File: config.mk
export PLATFORM = sky130hd
export DESIGN_NAME = contour_point_streamer
export DESIGN_NICKNAME = d
export VERILOG_FILES = /design/src/rtl/mesh_pkg.sv /design/src/rtl/contour_any_pending.sv /design/src/rtl/contour_point_streamer.sv
export SDC_FILE = /design/constraint.sdc
export NUM_CORES = 2
export LEC_CHECK = 0
export CORE_MARGIN = 2
export CORE_UTILIZATION = 40
export CTS_CLUSTER_DIAMETER = 200
export DETAILED_ROUTE_END_ITERATION = 8
export SYNTH_ARGS = -nofsm -noshare
export SYNTH_HDL_FRONTEND = slang
export SYNTH_SLANG_ARGS = --single-unit
File: constraint.sdc
create_clock -name clk -period 32.9 [get_ports clk]
set_input_delay 4.935 -clock clk [delete_from_list [all_inputs] [get_ports clk]]
set_output_delay 4.935 -clock clk [all_outputs]
set_load 0.05 [all_outputs]
File: src/rtl/mesh_pkg.sv
// Shared mesh geometry and contour-stream FSM states.
// Used by the mesh, contour and point-streamer modules.
package mesh_pkg;

  localparam int COLS    = 26;
  localparam int ROWS    = 18;
  localparam int CELLS   = COLS * ROWS;
  localparam int IDX_W   = 9;
  localparam int COORD_W = 5;

  typedef enum logic [1:0] {
    IDLE,
    SCAN,
    EMIT,
    DONE
  } state_t;

endpackage

File: src/rtl/contour_any_pending.sv
// Reports whether any pending cell other than idx is still set.
// Ports: pending (CELLS map), idx (cell to ignore), any_other (OR result).
module contour_any_pending
  import mesh_pkg::*;
(
  input  logic [CELLS-1:0] pending,
  input  logic [IDX_W-1:0] idx,
  output logic             any_other
);

  logic [CELLS-1:0] mask;

  assign mask      = {{(CELLS-1){1'b0}}, 1'b1} << idx;
  assign any_other = |(pending & ~mask);

endmodule

File: src/rtl/contour_point_streamer.sv
// Latches a contour map and streams (row, col) of every 0 cell in raster order.
// Ports: clk, rst, contour/frame_valid/frame_ready in, pt_* valid/ready out,
// pt_count (accepted points), frame_done (one-cycle completion pulse).
module contour_point_streamer
  import mesh_pkg::*;
(
  input  logic               clk,
  input  logic               rst,
  input  logic [CELLS-1:0]   contour,
  input  logic               frame_valid,
  output logic               frame_ready,
  output logic               pt_valid,
  input  logic               pt_ready,
  output logic [COORD_W-1:0] pt_row,
  output logic [COORD_W-1:0] pt_col,
  output logic [IDX_W-1:0]   pt_index,
  output logic               pt_last,
  output logic [IDX_W-1:0]   pt_count,
  output logic               frame_done
);

  state_t             state;
  logic [CELLS-1:0]   pending;
  logic [IDX_W-1:0]   idx;
  logic [COORD_W-1:0] row;
  logic [COORD_W-1:0] col;

  logic               any_other;
  logic               at_end;
  logic [IDX_W-1:0]   nxt_idx;
  logic [COORD_W-1:0] nxt_row;
  logic [COORD_W-1:0] nxt_col;

  contour_any_pending u_any (
    .pending   (pending),
    .idx       (idx),
    .any_other (any_other)
  );

  assign at_end = (idx == IDX_W'(CELLS - 1));

  // Row and column are tracked as separate counters so no divider is needed.
  always_comb begin
    nxt_idx = idx + 1'b1;
    nxt_row = row;
    nxt_col = col + 1'b1;
    if (col == COORD_W'(COLS - 1)) begin
      nxt_col = '0;
      nxt_row = row + 1'b1;
    end
  end

  always_ff @(posedge clk or posedge rst) begin
    if (rst) begin
      state       <= IDLE;
      pending     <= '0;
      idx         <= '0;
      row         <= '0;
      col         <= '0;
      frame_ready <= 1'b1;
      pt_valid    <= 1'b0;
      pt_row      <= '0;
      pt_col      <= '0;
      pt_index    <= '0;
      pt_last     <= 1'b0;
      pt_count    <= '0;
      frame_done  <= 1'b0;
    end else begin
      unique case (state)
        IDLE: begin
          if (frame_valid && frame_ready) begin
            pending     <= ~contour;
            idx         <= '0;
            row         <= '0;
            col         <= '0;
            pt_count    <= '0;
            frame_ready <= 1'b0;
            state       <= SCAN;
          end
        end
        SCAN: begin
          if (pending[idx]) begin
            pt_row   <= row;
            pt_col   <= col;
            pt_index <= idx;
            pt_last  <= ~any_other;
            pt_valid <= 1'b1;
            state    <= EMIT;
          end else if (at_end) begin
            frame_done <= 1'b1;
            state      <= DONE;
          end else begin
            idx <= nxt_idx;
            row <= nxt_row;
            col <= nxt_col;
          end
        end
        EMIT: begin
          if (pt_valid && pt_ready) begin
            pending[idx] <= 1'b0;
            pt_count     <= pt_count + 1'b1;
            pt_valid     <= 1'b0;
            if (pt_last || at_end) begin
              frame_done <= 1'b1;
              state      <= DONE;
            end else begin
              idx   <= nxt_idx;
              row   <= nxt_row;
              col   <= nxt_col;
              state <= SCAN;
            end
          end
        end
        DONE: begin
          frame_done  <= 1'b0;
          frame_ready <= 1'b1;
          state       <= IDLE;
        end
        default: state <= IDLE;
      endcase
    end
  end

endmodule

==> results.txt <==
Setup crit end kind = flop
vias = 36.54k
largest cells by area after synthesis = dfrtp_1 (39%), o22a_1 (11%), a21oi_1 (7.2%)
layout cell share with drive strength beyond 1 = 9.602%
# setup viols final = 0
clock root buffer = clkbuf_16
Most used DFF post-synth = dfrtp_1
Mapped Avg Cell Area = 9.128 um^2
DP Worst Slack = 24250 ps
FF-to-FF End = pt_last
final hold viol count = 0
I/O Pins = 504
TritonCTS clock tree = done
Slew HR = -4.575%
R2R Path Start = idx[1]
CP Max Fanout = 86
hold_buf cts = 0
Filler Cells Inserted = 7806
CP Launch Type = input port
dominant cell type by area after synthesis = dfrtp_1
Max Fclk = 123.3 MHz
Period Utilization, post-route = 24.64%
CP required = 33460 ps
Max VDD drop = 0.03938 mV
sink of the worst hold path = pt_index[5]
first-pass GRT wire length = 281500 um
Seq/Total Area, Yosys = 39.35%
FF+latch count, synth = 521
GRT Total Usage = 47.62%
Vias per Instance = 7.344
DRT antenna net count = 0
CP Data Arrival Time = 8660 ps
Initial Util = 40.36%
Max Transition Viols Final = 2
DR top layer = met5
RSZ-0062 raised after global routing = no
met3 wire length = 25320 um
core area = 82110 um^2
Avg WL per Cell = 42.01 um
R2R depth = 13
WL met1 = 79640 um
number of synthesized flops with an enable pin = 0
Setup Skew = 28.81 ps
setup TNS = 0 ps
largest net degree at the start of global routing = 193
number of max-cap violations = 1
Worst-path clk slew = 60 ps
global route overflow = 0
min-delay src = pt_index[5]
die height = 291.8 um
met2 wire len = 89670 um
worst slew pin tran = 1552 ps
top-count cell post-synth = dfrtp_1
Post-Route WL = 209000 um
mapped cell area = 33140 um^2
Lkg Pwr = 15.73 nW
critical path class = input port to flop
pwr/cell area = 34.57 nW/um^2
share of the synthesized area in the top cell type = 39.27%
Longest Clk Path Bufs = 3
flop2flop setup slack = 24930 ps
Tot Pwr = 1.404 mW
Layout area overhead = 22.59%
Cells after Synth = 3630
H-Tree Depth = 2
synthesis warning total = 0
vias in the first global route = 33.52k
hpwl dp = 151600 um
synth cell count leaders = dfrtp_1 (520), a21oi_1 (476), o22a_1 (399)
# Post-CTS Setup Buffers = 0
post-route setup slack = 24790 ps
post-synthesis net count = 4117
nets = 4340
Netlist cell types = 76
post_cts resized = 0
row count = 105
Period minus WS final = 8107 ps
Port Buffers = 503
Hold Path Depth = 1
Die Area = 85160 um^2
Clk Latency, worst-skew pair = 640 ps
Die X = 291.8 um
Post-synth ARST share = 100.0%
DR pass1 iterations = 9
cts bufs inserted = 55
DR iter-0 viols = 5773
DRC violations left = 23
status = finished, violations left
initial antenna violation count = 23
Hold Crit Class = flop to flop
RD Place Congestion = 1.107
violated checks = design-rule violations, max-capacitance violations, max-slew violations
# clock sinks = 521
## layout by cell type, fill, tap and decap left out, types with 8 or more instances in the layout
master	netlist	final
a21oi_1	476	475
o21ai_0	195	194
nand2_1	124	122
nand4_1	109	109
o31ai_1	199	199
o32ai_1	16	16
and3_1	10	10
mux2_2	40	40
mux2i_1	68	68
o2bb2ai_1	69	69
o22a_1	399	399
o22ai_1	26	26
clkbuf_8	0	9
nor4_1	28	28
mux4_2	89	89
and2_1	8	8
or3b_2	7	9
clkdlybuf4s50_1	0	503
ha_1	15	15
nand3b_1	8	8
dfrtp_1	520	517
nand3_1	34	29
a21boi_0	13	13
a2111oi_0	12	9
nor2_1	214	214
o21a_1	27	26
buf_4	10	113
clkbuf_16	0	57
a221oi_1	9	9
nand2b_1	10	8
nor3_1	311	310
clkbuf_1	347	15
a22oi_1	22	22
inv_1	14	12
diode_2	0	11
## metrics by stage
step	std cells	hold slack [ps]	utilization [%]	instance area [um^2]
3_5_place_dp	4866	495.3	47.14	38710
2_1_floorplan	3630	468.0	-	33140
4_1_cts	4965	508.5	49.44	40590
5_1_grt	4965	518.9	49.44	40590
6_report	4976	505.4	49.47	40620
3_3_place_gp	4865	488.1	47.13	38690
## worst max-delay path: stages
cell,delay [ps]
clkdlybuf4s50_1,420
nand2_1,80
a22oi_1,80
buf_4,220
o21ai_4,90
buf_4,770
buf_4,820
buf_4,830
o22a_1,220
## layout make-up
type                       count  area (um^2)  share of cell area [%]
multi-input combinational   2640        18290                   45.03
sequential                   521        13050                   32.13
timing repair buffer         620         5958                   14.67
clock buffer                  81         1607                   3.955
tap                         1070         1339                   3.296
clock inverter                18        277.8                  0.6838
inverter                      15        71.32                  0.1756
antenna                       11        27.53                 0.06776
## worst max-delay path by stage
| stage | startpoint | slack, ps | end | depth (start not counted) |
|---|---|---|---|---|
| global route | rst | 24530 | pending[351] | 5 |
| finish | pt_ready | 24790 | pending[294] | 9 |
| detailed placement | rst | 24250 | pending[348] | 5 |
| floorplan | rst | 13410 | col[0] | 1 |
| CTS | rst | 24910 | pending[359] | 5 |
| global placement | rst | 24250 | pending[348] | 5 |
## layer usage
layer	vias up	global-route usage, %
li1	14550	-
met1	18350	61.01
met2	2874	71.20
met3	732	16.26
met4	32	24.73
met5	-	0
## registers in the layout, summed over array words and instances, names as in the netlist
| register | flops |
|---|---|
| pt_last | 1 |
| pending | 468 |
| frame_done | 1 |
| pt_col | 5 |
| pt_valid | 1 |
| state | 2 |
| col | 5 |
| pt_count | 9 |
| pt_row | 5 |
| idx | 9 |
| pt_index | 9 |
| frame_ready | 1 |
| row | 5 |
## where the power goes
part / switching, mW / leakage (nW) / internal (mW)
Clock: 0.272 / 0.908 / 0.391
Sequential: 0 / 7.24 / 0.641
Combinational: 0.0371 / 7.57 / 0.0632
Total: 0.309 / 15.7 / 1.10
## kinds of logic (layout without fill, tap and decap cells)
kind of cell               Yosys count  after routing  share of synthesized area (%)
AOI/OAI and AO/OA                 1519           1519                          31.28
buffers and inverters              469            734                          5.728
and+or+nand+nor                    904            904                          13.48
DFF                                521            521                          39.35
adders and majority gates           15             15                         0.5664
muxes                              197            197                          9.463
xor gates and xnor gates             5              5                         0.1322
other                                0             11                              0
(Power assumes the default switching activity.)
